### config.mk
export PLATFORM = sky130hd
export DESIGN_NAME = hasti_slave_demux_flat
export DESIGN_NICKNAME = d
export VERILOG_FILES = /design/src/rtl/hasti_slave_demux_if.sv /design/src/rtl/hasti_slave_demux.sv /design/src/flat_wrapper.sv
export SDC_FILE = /design/constraint.sdc
export NUM_CORES = 1
export LEC_CHECK = 0
export CAP_MARGIN = 20
export CORE_AREA = 2 2 176 178
export CTS_CLUSTER_DIAMETER = 120
export DETAILED_ROUTE_END_ITERATION = 16
export DIE_AREA = 0 0 178 180
export PLACE_DENSITY = 0.52
export SLEW_MARGIN = 15
export SYNTH_ARGS = -nofsm -noshare
export SYNTH_HDL_FRONTEND = slang
export SYNTH_SLANG_ARGS = --single-unit
### constraint.sdc
create_clock -name hclk -period 1.2 [get_ports hclk]
set_input_delay 0.12 -clock hclk [delete_from_list [all_inputs] [get_ports hclk]]
set_output_delay 0.12 -clock hclk [all_outputs]
set_load 0.02 [all_outputs]
### src/rtl/hasti_slave_demux_if.sv
// HASTI slave-side bus bundle.
// One instance carries one point-to-point link between a master-facing
// port and a slave-facing port.
//   modport n : the near (upstream) side as seen by the demux. It receives
//               the address/control/write data, hsel and hready, and it
//               returns hrdata/hreadyout/hresp.
//   modport f : the far (downstream) side as seen by the demux. It drives
//               the address/control/write data, hsel and hready, and it
//               receives hrdata/hreadyout/hresp from the slave.
interface if_hasti_slave_io;
    logic [31:0] haddr;
    logic        hwrite;
    logic [2:0]  hsize;
    logic [2:0]  hburst;
    logic [3:0]  hprot;
    logic [1:0]  htrans;
    logic        hmastlock;
    logic [31:0] hwdata;
    logic [31:0] hrdata;
    logic        hsel;
    logic        hready;
    logic        hreadyout;
    logic        hresp;

    modport n (
        input  haddr, hwrite, hsize, hburst, hprot, htrans, hmastlock, hwdata,
        input  hsel, hready,
        output hrdata, hreadyout, hresp
    );

    modport f (
        output haddr, hwrite, hsize, hburst, hprot, htrans, hmastlock, hwdata,
        output hsel, hready,
        input  hrdata, hreadyout, hresp
    );
endinterface

### src/rtl/hasti_slave_demux.sv
// HASTI single-master to three-slave address decoder and response mux.
// A built-in default slave answers unmapped transfers with the two-cycle
// ERROR response.
//   hclk    : clock, all state on the rising edge
//   hresetn : asynchronous active-low reset
//   in      : upstream bus (from the master side)
//   out0-2  : slave ports for regions 0..2
//
// Default slave states:
//   state   | meaning
//   DS_IDLE | no error pending, OKAY with zero wait
//   DS_ERR1 | first ERROR cycle, hreadyout low
//   DS_ERR2 | second ERROR cycle, hreadyout high
module hasti_slave_demux #(
    parameter logic [31:0] S0_BASE = 32'h0000_0000,
    parameter logic [31:0] S0_MASK = 32'hFFFF_0000,
    parameter logic [31:0] S1_BASE = 32'h8000_0000,
    parameter logic [31:0] S1_MASK = 32'hFFFF_0000,
    parameter logic [31:0] S2_BASE = 32'h4000_0000,
    parameter logic [31:0] S2_MASK = 32'hF000_0000
) (
    input logic          hclk,
    input logic          hresetn,
    if_hasti_slave_io.n  in,
    if_hasti_slave_io.f  out0,
    if_hasti_slave_io.f  out1,
    if_hasti_slave_io.f  out2
);

    localparam logic       HRESP_OKAY  = 1'b0;
    localparam logic       HRESP_ERROR = 1'b1;
    localparam logic [1:0] HTRANS_NONSEQ = 2'b10;
    localparam logic [1:0] HTRANS_SEQ    = 2'b11;

    typedef enum logic [2:0] {
        SEL_NONE = 3'd0,
        SEL_S0   = 3'd1,
        SEL_S1   = 3'd2,
        SEL_S2   = 3'd3,
        SEL_DEF  = 3'd4
    } sel_t;

    typedef enum logic [1:0] {
        DS_IDLE = 2'd0,
        DS_ERR1 = 2'd1,
        DS_ERR2 = 2'd2
    } ds_state_t;

    logic      match_0, match_1, match_2;
    sel_t      sel_addr, sel_data;
    ds_state_t ds_state, ds_next;
    logic      def_hreadyout, def_hresp;
    logic      accept_def;

    // Address decode; fixed priority 0 > 1 > 2 on overlapping regions.
    assign match_0 = ((in.haddr & S0_MASK) == S0_BASE);
    assign match_1 = ((in.haddr & S1_MASK) == S1_BASE);
    assign match_2 = ((in.haddr & S2_MASK) == S2_BASE);

    always_comb begin
        sel_addr = SEL_NONE;
        if (in.hsel) begin
            if (match_0)      sel_addr = SEL_S0;
            else if (match_1) sel_addr = SEL_S1;
            else if (match_2) sel_addr = SEL_S2;
            else              sel_addr = SEL_DEF;
        end
    end

    // Address phase broadcast; every slave sees the muxed global ready.
    assign out0.haddr     = in.haddr;
    assign out0.hwrite    = in.hwrite;
    assign out0.hsize     = in.hsize;
    assign out0.hburst    = in.hburst;
    assign out0.hprot     = in.hprot;
    assign out0.htrans    = in.htrans;
    assign out0.hmastlock = in.hmastlock;
    assign out0.hwdata    = in.hwdata;
    assign out0.hsel      = (sel_addr == SEL_S0);
    assign out0.hready    = in.hreadyout;

    assign out1.haddr     = in.haddr;
    assign out1.hwrite    = in.hwrite;
    assign out1.hsize     = in.hsize;
    assign out1.hburst    = in.hburst;
    assign out1.hprot     = in.hprot;
    assign out1.htrans    = in.htrans;
    assign out1.hmastlock = in.hmastlock;
    assign out1.hwdata    = in.hwdata;
    assign out1.hsel      = (sel_addr == SEL_S1);
    assign out1.hready    = in.hreadyout;

    assign out2.haddr     = in.haddr;
    assign out2.hwrite    = in.hwrite;
    assign out2.hsize     = in.hsize;
    assign out2.hburst    = in.hburst;
    assign out2.hprot     = in.hprot;
    assign out2.htrans    = in.htrans;
    assign out2.hmastlock = in.hmastlock;
    assign out2.hwdata    = in.hwdata;
    assign out2.hsel      = (sel_addr == SEL_S2);
    assign out2.hready    = in.hreadyout;

    // Data-phase owner; only advances when the current data phase completes.
    always_ff @(posedge hclk or negedge hresetn) begin
        if (!hresetn) begin
            sel_data <= SEL_NONE;
        end else if (in.hready) begin
            sel_data <= sel_addr;
        end
    end

    // Response mux.
    always_comb begin
        in.hrdata    = 32'd0;
        in.hreadyout = 1'b1;
        in.hresp     = HRESP_OKAY;
        case (sel_data)
            SEL_S0: begin
                in.hrdata    = out0.hrdata;
                in.hreadyout = out0.hreadyout;
                in.hresp     = out0.hresp;
            end
            SEL_S1: begin
                in.hrdata    = out1.hrdata;
                in.hreadyout = out1.hreadyout;
                in.hresp     = out1.hresp;
            end
            SEL_S2: begin
                in.hrdata    = out2.hrdata;
                in.hreadyout = out2.hreadyout;
                in.hresp     = out2.hresp;
            end
            SEL_DEF: begin
                in.hreadyout = def_hreadyout;
                in.hresp     = def_hresp;
            end
            default: begin
                in.hrdata    = 32'd0;
                in.hreadyout = 1'b1;
                in.hresp     = HRESP_OKAY;
            end
        endcase
    end

    // Default slave. IDLE/BUSY to an unmapped address is not accepted and
    // gets a zero-wait OKAY.
    assign accept_def = in.hready && (sel_addr == SEL_DEF) &&
                        ((in.htrans == HTRANS_NONSEQ) || (in.htrans == HTRANS_SEQ));

    always_ff @(posedge hclk or negedge hresetn) begin
        if (!hresetn) begin
            ds_state <= DS_IDLE;
        end else begin
            ds_state <= ds_next;
        end
    end

    always_comb begin
        ds_next       = ds_state;
        def_hreadyout = 1'b1;
        def_hresp     = HRESP_OKAY;
        case (ds_state)
            DS_IDLE: begin
                if (accept_def) ds_next = DS_ERR1;
            end
            DS_ERR1: begin
                def_hreadyout = 1'b0;
                def_hresp     = HRESP_ERROR;
                ds_next       = DS_ERR2;
            end
            DS_ERR2: begin
                def_hresp = HRESP_ERROR;
                // Back-to-back unmapped transfer restarts the error sequence.
                ds_next   = accept_def ? DS_ERR1 : DS_IDLE;
            end
            default: begin
                ds_next = DS_IDLE;
            end
        endcase
    end

`ifndef SYNTHESIS
    if ((S0_BASE & ~S0_MASK) != 32'd0) begin : g_s0_base_chk
        $error("hasti_slave_demux: S0_BASE has bits outside S0_MASK");
    end
    if ((S1_BASE & ~S1_MASK) != 32'd0) begin : g_s1_base_chk
        $error("hasti_slave_demux: S1_BASE has bits outside S1_MASK");
    end
    if ((S2_BASE & ~S2_MASK) != 32'd0) begin : g_s2_base_chk
        $error("hasti_slave_demux: S2_BASE has bits outside S2_MASK");
    end

    // Remembers whether the previous cycle was the first half of an ERROR.
    logic err_wait_q;

    always_ff @(posedge hclk or negedge hresetn) begin
        if (!hresetn) begin
            err_wait_q <= 1'b0;
        end else begin
            err_wait_q <= (in.hresp == HRESP_ERROR) && !in.hreadyout;
        end
    end

    always @(posedge hclk) begin
        if (hresetn && in.hsel && ($countones({match_2, match_1, match_0}) > 1))
            $info("hasti_slave_demux: overlapping regions at %h", in.haddr);
        if (hresetn && (in.hresp == HRESP_ERROR) && in.hreadyout && !err_wait_q)
            $error("hasti_slave_demux: single-cycle ERROR response");
    end
`endif

endmodule

### src/flat_wrapper.sv
// flat-port wrapper written by rule: the top's interface ports become plain ports
module hasti_slave_demux_flat 
#(
    parameter logic [31:0] S0_BASE = 32'h0000_0000,
    parameter logic [31:0] S0_MASK = 32'hFFFF_0000,
    parameter logic [31:0] S1_BASE = 32'h8000_0000,
    parameter logic [31:0] S1_MASK = 32'hFFFF_0000,
    parameter logic [31:0] S2_BASE = 32'h4000_0000,
    parameter logic [31:0] S2_MASK = 32'hF000_0000
)
  (hclk, hresetn, in_haddr, in_hwrite, in_hsize, in_hburst, in_hprot, in_htrans, in_hmastlock, in_hwdata, in_hsel, in_hready, in_hrdata, in_hreadyout, in_hresp, out0_haddr, out0_hwrite, out0_hsize, out0_hburst, out0_hprot, out0_htrans, out0_hmastlock, out0_hwdata, out0_hsel, out0_hready, out0_hrdata, out0_hreadyout, out0_hresp, out1_haddr, out1_hwrite, out1_hsize, out1_hburst, out1_hprot, out1_htrans, out1_hmastlock, out1_hwdata, out1_hsel, out1_hready, out1_hrdata, out1_hreadyout, out1_hresp, out2_haddr, out2_hwrite, out2_hsize, out2_hburst, out2_hprot, out2_htrans, out2_hmastlock, out2_hwdata, out2_hsel, out2_hready, out2_hrdata, out2_hreadyout, out2_hresp);
  if_hasti_slave_io in_i ();
  if_hasti_slave_io out0_i ();
  if_hasti_slave_io out1_i ();
  if_hasti_slave_io out2_i ();
  input logic hclk;
  input logic hresetn;
  input wire logic [$bits(in_i.haddr)-1:0] in_haddr;
  input wire logic [$bits(in_i.hwrite)-1:0] in_hwrite;
  input wire logic [$bits(in_i.hsize)-1:0] in_hsize;
  input wire logic [$bits(in_i.hburst)-1:0] in_hburst;
  input wire logic [$bits(in_i.hprot)-1:0] in_hprot;
  input wire logic [$bits(in_i.htrans)-1:0] in_htrans;
  input wire logic [$bits(in_i.hmastlock)-1:0] in_hmastlock;
  input wire logic [$bits(in_i.hwdata)-1:0] in_hwdata;
  input wire logic [$bits(in_i.hsel)-1:0] in_hsel;
  input wire logic [$bits(in_i.hready)-1:0] in_hready;
  output wire logic [$bits(in_i.hrdata)-1:0] in_hrdata;
  output wire logic [$bits(in_i.hreadyout)-1:0] in_hreadyout;
  output wire logic [$bits(in_i.hresp)-1:0] in_hresp;
  output wire logic [$bits(out0_i.haddr)-1:0] out0_haddr;
  output wire logic [$bits(out0_i.hwrite)-1:0] out0_hwrite;
  output wire logic [$bits(out0_i.hsize)-1:0] out0_hsize;
  output wire logic [$bits(out0_i.hburst)-1:0] out0_hburst;
  output wire logic [$bits(out0_i.hprot)-1:0] out0_hprot;
  output wire logic [$bits(out0_i.htrans)-1:0] out0_htrans;
  output wire logic [$bits(out0_i.hmastlock)-1:0] out0_hmastlock;
  output wire logic [$bits(out0_i.hwdata)-1:0] out0_hwdata;
  output wire logic [$bits(out0_i.hsel)-1:0] out0_hsel;
  output wire logic [$bits(out0_i.hready)-1:0] out0_hready;
  input wire logic [$bits(out0_i.hrdata)-1:0] out0_hrdata;
  input wire logic [$bits(out0_i.hreadyout)-1:0] out0_hreadyout;
  input wire logic [$bits(out0_i.hresp)-1:0] out0_hresp;
  output wire logic [$bits(out1_i.haddr)-1:0] out1_haddr;
  output wire logic [$bits(out1_i.hwrite)-1:0] out1_hwrite;
  output wire logic [$bits(out1_i.hsize)-1:0] out1_hsize;
  output wire logic [$bits(out1_i.hburst)-1:0] out1_hburst;
  output wire logic [$bits(out1_i.hprot)-1:0] out1_hprot;
  output wire logic [$bits(out1_i.htrans)-1:0] out1_htrans;
  output wire logic [$bits(out1_i.hmastlock)-1:0] out1_hmastlock;
  output wire logic [$bits(out1_i.hwdata)-1:0] out1_hwdata;
  output wire logic [$bits(out1_i.hsel)-1:0] out1_hsel;
  output wire logic [$bits(out1_i.hready)-1:0] out1_hready;
  input wire logic [$bits(out1_i.hrdata)-1:0] out1_hrdata;
  input wire logic [$bits(out1_i.hreadyout)-1:0] out1_hreadyout;
  input wire logic [$bits(out1_i.hresp)-1:0] out1_hresp;
  output wire logic [$bits(out2_i.haddr)-1:0] out2_haddr;
  output wire logic [$bits(out2_i.hwrite)-1:0] out2_hwrite;
  output wire logic [$bits(out2_i.hsize)-1:0] out2_hsize;
  output wire logic [$bits(out2_i.hburst)-1:0] out2_hburst;
  output wire logic [$bits(out2_i.hprot)-1:0] out2_hprot;
  output wire logic [$bits(out2_i.htrans)-1:0] out2_htrans;
  output wire logic [$bits(out2_i.hmastlock)-1:0] out2_hmastlock;
  output wire logic [$bits(out2_i.hwdata)-1:0] out2_hwdata;
  output wire logic [$bits(out2_i.hsel)-1:0] out2_hsel;
  output wire logic [$bits(out2_i.hready)-1:0] out2_hready;
  input wire logic [$bits(out2_i.hrdata)-1:0] out2_hrdata;
  input wire logic [$bits(out2_i.hreadyout)-1:0] out2_hreadyout;
  input wire logic [$bits(out2_i.hresp)-1:0] out2_hresp;
  assign in_i.haddr = in_haddr;
  assign in_i.hwrite = in_hwrite;
  assign in_i.hsize = in_hsize;
  assign in_i.hburst = in_hburst;
  assign in_i.hprot = in_hprot;
  assign in_i.htrans = in_htrans;
  assign in_i.hmastlock = in_hmastlock;
  assign in_i.hwdata = in_hwdata;
  assign in_i.hsel = in_hsel;
  assign in_i.hready = in_hready;
  assign in_hrdata = in_i.hrdata;
  assign in_hreadyout = in_i.hreadyout;
  assign in_hresp = in_i.hresp;
  assign out0_haddr = out0_i.haddr;
  assign out0_hwrite = out0_i.hwrite;
  assign out0_hsize = out0_i.hsize;
  assign out0_hburst = out0_i.hburst;
  assign out0_hprot = out0_i.hprot;
  assign out0_htrans = out0_i.htrans;
  assign out0_hmastlock = out0_i.hmastlock;
  assign out0_hwdata = out0_i.hwdata;
  assign out0_hsel = out0_i.hsel;
  assign out0_hready = out0_i.hready;
  assign out0_i.hrdata = out0_hrdata;
  assign out0_i.hreadyout = out0_hreadyout;
  assign out0_i.hresp = out0_hresp;
  assign out1_haddr = out1_i.haddr;
  assign out1_hwrite = out1_i.hwrite;
  assign out1_hsize = out1_i.hsize;
  assign out1_hburst = out1_i.hburst;
  assign out1_hprot = out1_i.hprot;
  assign out1_htrans = out1_i.htrans;
  assign out1_hmastlock = out1_i.hmastlock;
  assign out1_hwdata = out1_i.hwdata;
  assign out1_hsel = out1_i.hsel;
  assign out1_hready = out1_i.hready;
  assign out1_i.hrdata = out1_hrdata;
  assign out1_i.hreadyout = out1_hreadyout;
  assign out1_i.hresp = out1_hresp;
  assign out2_haddr = out2_i.haddr;
  assign out2_hwrite = out2_i.hwrite;
  assign out2_hsize = out2_i.hsize;
  assign out2_hburst = out2_i.hburst;
  assign out2_hprot = out2_i.hprot;
  assign out2_htrans = out2_i.htrans;
  assign out2_hmastlock = out2_i.hmastlock;
  assign out2_hwdata = out2_i.hwdata;
  assign out2_hsel = out2_i.hsel;
  assign out2_hready = out2_i.hready;
  assign out2_i.hrdata = out2_hrdata;
  assign out2_i.hreadyout = out2_hreadyout;
  assign out2_i.hresp = out2_hresp;
  hasti_slave_demux #(.S0_BASE(S0_BASE), .S0_MASK(S0_MASK), .S1_BASE(S1_BASE), .S1_MASK(S1_MASK), .S2_BASE(S2_BASE), .S2_MASK(S2_MASK)) u_core (.hclk(hclk), .hresetn(hresetn), .in(in_i), .out0(out0_i), .out1(out1_i), .out2(out2_i));
endmodule
==> results.sh, run 1 <==
export IMPL_clkTransAtPathRegs_ns=0.03
export IMPL_dpl_cell_area_um2=4220
export IMPL_drt_pass1_iter_count=4
export IMPL_cp_num_buf_inv=3
export IMPL_hp_class="primary input to async pin"
export IMPL_finalWorstSetupSlack_ns=-0.580
export IMPL_hold_viol_final=0
export IMPL_power_leakage_nw=1.79
export IMPL_cts_hold_buf=0
export IMPL_cp_cell_sequence="buf_4 > buf_6 > mux2_4 > o22a_4 > buf_2"
export IMPL_synth_warnings=0
export IMPL_clock_skew_ns=0.0000555
export IMPL_cp_top_family="buffers and inverters"
export IMPL_diodes=0
export IMPL_cts_tree="yes"
export IMPL_portBuffers=213
export IMPL_dp_final_hpwl_um=10100
export IMPL_ant_nets=0
export IMPL_async_reset_ff_share_pct=100
export IMPL_cts_buffer_depth=2
export IMPL_grt_pass1_vias=2780
export IMPL_cp_data_arrival_time_ns=1.66
export IMPL_drcViolationCount=0
export IMPL_syn_avg_cell_area_um2=7.02
export IMPL_vias=2597
export IMPL_core_area_um2=30200
export IMPL_grt_max_degree=20
export IMPL_grt_use_total_pct=7.49
export IMPL_antenna_found_initial=0
export IMPL_violations="setup timing"
export IMPL_finalCritPeriodShare_pct=148
export IMPL_gr_total_overflow=0
export IMPL_htreeDepth=1
export IMPL_slew_viol_final=0
export IMPL_critPathMaxStageDelay_ns=0.43
export IMPL_place_inst=827
export IMPL_stdcell_count=849
export IMPL_setup_viol=37
export IMPL_synth_seq_cells=5
export IMPL_max_freq_mhz=562
export IMPL_die_h_um=180
export IMPL_p_per_area_nw_per_um2=540
export IMPL_drive_gt1_share_pct=43.9
export IMPL_die_x_um=178
export IMPL_synthesis_instances=430
export IMPL_rsz0062_at_grt="yes"
export IMPL_cpMaxStageDelayCell="dfrtp_2"
export IMPL_setup_tns_ns=-16.83
export IMPL_syn_nets=619
export IMPL_area_growth_pct=59.5
export IMPL_status="finished, violations left"
export IMPL_start_kind="register"
export IMPL_maxCapViolCount=0
export IMPL_yosysSeqAreaShare_pct=4.14
export IMPL_required_ns=1.08
export IMPL_insertion_delay_ns=0.23
export IMPL_max_slew_worst_pin_slew_ns=0.361
export IMPL_rows=64
export IMPL_drt_wl_total_um=13100
export IMPL_synth_edf_count=0
export IMPL_fin_crit_ns=1.78
export IMPL_peakVddDrop_mv=0.470
export IMPL_rrSetupSlack_ns=0.01
export IMPL_maxSlewHeadroom_pct=75.9
export IMPL_final_cell_area_um2=4820
export IMPL_start_util_pct=10.0
export IMPL_num_nets_final=643
export IMPL_synth_distinct_cells=26
export IMPL_fp_dieArea_um2=32000
export IMPL_drt_vias_per_instance=3.06
export IMPL_drt_iter0_markers=27
export IMPL_cts_sinks=5
export IMPL_cp_max_fo=4
export IMPL_final_cell_mix="140 x clkdlybuf4s50_1, 53 x buf_6, 39 x buf_4, 35 x nor2_1, 30 x nor2_2"
export IMPL_detail_route_wl_per_cell_um=15.4
export IMPL_end_kind="output port"
export IMPL_crit_type="register to output port"
export IMPL_cts_buffers_inserted=3
export IMPL_gp_congestion=0.708
export IMPL_grt_pass1_wl_um=17500
export IMPL_syn_area_um2=3020
export IMPL_io_pins=458
export IMPL_final_common_cell="clkdlybuf4s50_1"
export IMPL_dominantRegCellSynth="dfrtp_1"
export IMPL_cts_root_buf="clkbuf_16"
==> worst register-to-register path, delay by kind of cell, from the launching register on <==
kind | cells | cell delay (ns)
flops | 1 | 0.39
fa+ha+maj | 1 | 0.19
mux | 1 | 0.25
buf+inv | 2 | 0.24
==> metal layers <==
metal	vias up	GRT usage (%)	wire, um
li1	1186	-	-
met2	256	12.5	6000
met5	-	2.78	118
met4	4	4.75	782
met1	1074	7.24	4360
met3	77	3.45	1810
==> registers in the layout, indices dropped and copies added (netlist names) <==
name and count:
u_core.sel_data 3, u_core.ds_state 2
==> per-stage QoR <==
step / utilization [%] / hold slack (ns) / power (mW) / setup slack (ns)
finish: 16.0 / 0.116 / 2.60 / -0.580
global route: 16.0 / 0.138 / 2.76 / -0.633
CTS: 15.5 / 0.130 / 2.58 / -0.604
detailed placement: 14.0 / 0.240 / 1.81 / -0.954
global placement: 14.0 / 0.240 / 1.81 / -0.955
floorplan: - / -0.176 / 1.86 / -0.120
==> power breakdown <==
| part | switching [mW] | internal, mW |
|---|---|---|
| Sequential | 0.0224 | 0.203 |
| Combinational | 0.778 | 1.05 |
| Clock | 0.111 | 0.440 |
| Total | 0.911 | 1.69 |
==> cells by family after synthesis <==
kind of cell	share of synthesized area, %
AOI/OAI and AO/OA	8.00
adders and majority gates	2.07
buffers and inverters	62.5
DFF	4.14
muxes	12.1
and+or+nand+nor	11.2
==> synthesized netlist by cell type, types with 2 or more instances <==
| cell type | count | area [um^2] |
|---|---|---|
| buf_2 | 4 | 20.0 |
| buf_4 | 240 | 1800 |
| inv_1 | 7 | 26.3 |
| nor3_1 | 2 | 10.0 |
| o22ai_1 | 3 | 18.8 |
| nand2_1 | 4 | 15.0 |
| dfrtp_1 | 5 | 125 |
| clkbuf_1 | 6 | 22.5 |
| nor2_1 | 69 | 259 |
| a22oi_1 | 2 | 15.0 |
| nor4_1 | 3 | 18.8 |
| mux2i_1 | 34 | 340 |
| ha_1 | 5 | 62.6 |
| a21oi_1 | 34 | 170 |
==> final cells by class <==
| type | instances | area (um^2) |
|---|---|---|
| fillers | 3388 | 25400 |
| multi-input cells | 166 | 1360 |
| flip-flops and latches | 5 | 128 |
| clock buffers | 4 | 78.8 |
| inverters | 7 | 28.8 |
| well taps | 396 | 495 |
| repair buffers | 271 | 2720 |
==> timing repair <==
item	CTS	global route
setup endpoints to repair	95	44
endpoints found under the hold margin	0	0
setup buffers	15	4
pin swaps	17	20
cloned	3	0
resized for setup	312	51
==> path summary, 6_finish.rpt <==
check	cells past startpoint	start	end
min	1	hresetn	u_core.sel_data[1]
min in group hclk	0	in_hburst[2]	out1_hburst[2]
max in group asynchronous	1	hresetn	u_core.sel_data[2]
max	5	u_core.sel_data[0]	in_hreadyout
min reg2reg	2	u_core.ds_state[1]	u_core.ds_state[1]
max reg2reg	4	u_core.ds_state[0]	u_core.ds_state[1]
Power figures use the tool's default switching activity.
==> inputs of run 2 (changes only) <==
- MAX_ROUTING_LAYER: unset -> met4
==> run 2 against run 1 <==
Effect of this change:
- the flow still finishes with violations (setup timing)
- routed wire length increased by 0.31%
- clock skew unchanged
- design area unchanged
- cell count unchanged
- register-to-register slack about the same
- count of clock-buffer cells in the layout unchanged
- setup slack about the same
- global-route usage increased by 0.22 points
- combinational power about the same
- largest power group unchanged
==> results.sh, run 2 (synthesis gave the netlist of run 1 again) <==
export IMPL_rsz0062_at_grt="yes"
export IMPL_rrSetupSlack_ns=0.01
export IMPL_cp_top_family="buffers and inverters"
export IMPL_required_ns=1.08
export IMPL_p_per_area_nw_per_um2=541
export IMPL_end_kind="output port"
export IMPL_cts_tree="yes"
export IMPL_holdWs_ns=0.116
export IMPL_die_h_um=180
export IMPL_final_common_cell="clkdlybuf4s50_1"
export IMPL_drt_pass1_iter_count=4
export IMPL_maxCapViolCount=0
export IMPL_maxSlewHeadroom_pct=76.0
export IMPL_peakVddDrop_mv=0.469
export IMPL_regMostFlops="u_core.sel_data"
export IMPL_status="finished, violations left"
export IMPL_cts_hold_buf=0
export IMPL_max_freq_mhz=562
export IMPL_vias=2598
export IMPL_clkTransAtPathRegs_ns=0.03
export IMPL_cts_buffers_inserted=3
export IMPL_setup_viol=37
export IMPL_cp_num_buf_inv=3
export IMPL_cp_max_fo=4
export IMPL_dp_final_hpwl_um=10100
export IMPL_max_slew_worst_pin_slew_ns=0.359
export IMPL_fp_dieArea_um2=32000
export IMPL_fin_crit_ns=1.78
export IMPL_total_power_mw=2.60
export IMPL_critPathMaxStageDelay_ns=0.43
export IMPL_gp_congestion=0.716
export IMPL_power_leakage_nw=1.79
export IMPL_start_kind="register"
export IMPL_drt_vias_per_instance=3.06
export IMPL_htreeDepth=1
export IMPL_ant_nets=0
export IMPL_finalCritPeriodShare_pct=148
export IMPL_cpMaxStageDelayCell="dfrtp_2"
export IMPL_core_area_um2=30200
export IMPL_ff2ff_path_depth=4
export IMPL_drt_iter0_markers=45
export IMPL_r2r_start="u_core.ds_state[0]"
export IMPL_start_util_pct=10.0
export IMPL_antenna_found_initial=0
export IMPL_rows=64
export IMPL_grt_max_degree=20
export IMPL_finalWorstSetupSlack_ns=-0.580
export IMPL_diodes=0
export IMPL_final_cell_mix="140 x clkdlybuf4s50_1, 53 x buf_6, 39 x buf_4, 35 x nor2_1, 30 x nor2_2"
export IMPL_violations="setup timing"
export IMPL_crit_reg2reg_capture="u_core.ds_state[1]"
export IMPL_die_x_um=178
export IMPL_drive_gt1_share_pct=43.9
export IMPL_portBuffers=213
export IMPL_grt_pass1_wl_um=17400
export IMPL_io_pins=458
export IMPL_fillers=3388
export IMPL_top_regs="u_core.sel_data: 3 flops, u_core.ds_state: 2 flops"
export IMPL_cts_buffer_depth=2
export IMPL_cp_cell_sequence="buf_4 > buf_6 > mux2_4 > o22a_4 > buf_2"
export IMPL_final_cell_area_um2=4820
export IMPL_area_growth_pct=59.5
export IMPL_cts_sinks=5
export IMPL_detail_route_wl_per_cell_um=15.4
export IMPL_crit_type="register to output port"
export IMPL_drt_wl_total_um=13100
export IMPL_dpl_cell_area_um2=4220
export IMPL_cp_data_arrival_time_ns=1.66
export IMPL_drcViolationCount=0
export IMPL_slew_viol_final=0
export IMPL_largest_reg_flops=3
export IMPL_cts_root_buf="clkbuf_16"
export IMPL_hp_class="primary input to async pin"
export IMPL_hold_viol_final=0
export IMPL_gr_total_overflow=0
export IMPL_num_nets_final=643
export IMPL_insertion_delay_ns=0.23
export IMPL_grt_pass1_vias=2774
export IMPL_grt_use_total_pct=7.70
export IMPL_clock_skew_ns=0.0000555
run 2: worst reg2reg max path: cells and delay by family, from the launching register on:
family / cells / cell delay [ns]
DFF: 1 / 0.39
adders and majority gates: 1 / 0.19
buffers and inverters: 2 / 0.24
muxes: 1 / 0.25
run 2: metal layers:
layer	up-vias	track usage, %	wire [um]
li1	1184	-	-
met1	1088	7.63	4590
met2	251	12.4	5950
met3	75	3.34	1790
met4	0	4.75	785
met5	-	-	0
run 2: what timing repair did:
item                       CTS  global route
gates cloned                 3             0
pin swaps                   17            20
gates resized for setup    312            51
setup endpoints to repair   95            44
buffers inserted            15             4
run 2: how the worst max path moves through the flow:
stage | from | to | slack (ns) | cells past startpoint
2_1_floorplan | u_core.sel_data[0] | out0_hready | -0.12 | 4
3_3_place_gp | in_haddr[26] | out0_hsel | -0.96 | 6
3_5_place_dp | in_haddr[26] | out0_hsel | -0.95 | 6
4_1_cts | u_core.sel_data[0] | in_hreadyout | -0.60 | 5
5_1_grt | u_core.sel_data[0] | in_hrdata[12] | -0.63 | 8
6_report | u_core.sel_data[0] | in_hreadyout | -0.58 | 5
run 2: cell type report:
type	instances	area, um^2	share of cell area (%)
clock buffer	4	78.8	1.64
inverter	7	28.8	0.598
multi-input combinational	166	1360	28.3
sequential	5	128	2.65
tap	396	495	10.3
timing repair buffer	271	2720	56.5
run 2: where the power goes:
| group | switching [mW] | leakage (nW) | total [mW] | internal (mW) |
|---|---|---|---|---|
| sequential | 0.0224 | 0.0636 | 0.226 | 0.203 |
| clock | 0.111 | 0.0382 | 0.551 | 0.440 |
| combinational | 0.779 | 1.69 | 1.83 | 1.05 |
| total | 0.912 | 1.79 | 2.60 | 1.69 |
run 2: through the flow:
step | std cells | util [%] | TNS (ns) | setup WS, ns
2_1_floorplan | 430 | - | -1.35 | -0.120
3_3_place_gp | 827 | 14.0 | -41.38 | -0.955
3_5_place_dp | 827 | 14.0 | -42.20 | -0.954
4_1_cts | 848 | 15.5 | -19.25 | -0.604
5_1_grt | 849 | 16.0 | -20.18 | -0.634
6_report | 849 | 16.0 | -16.84 | -0.580
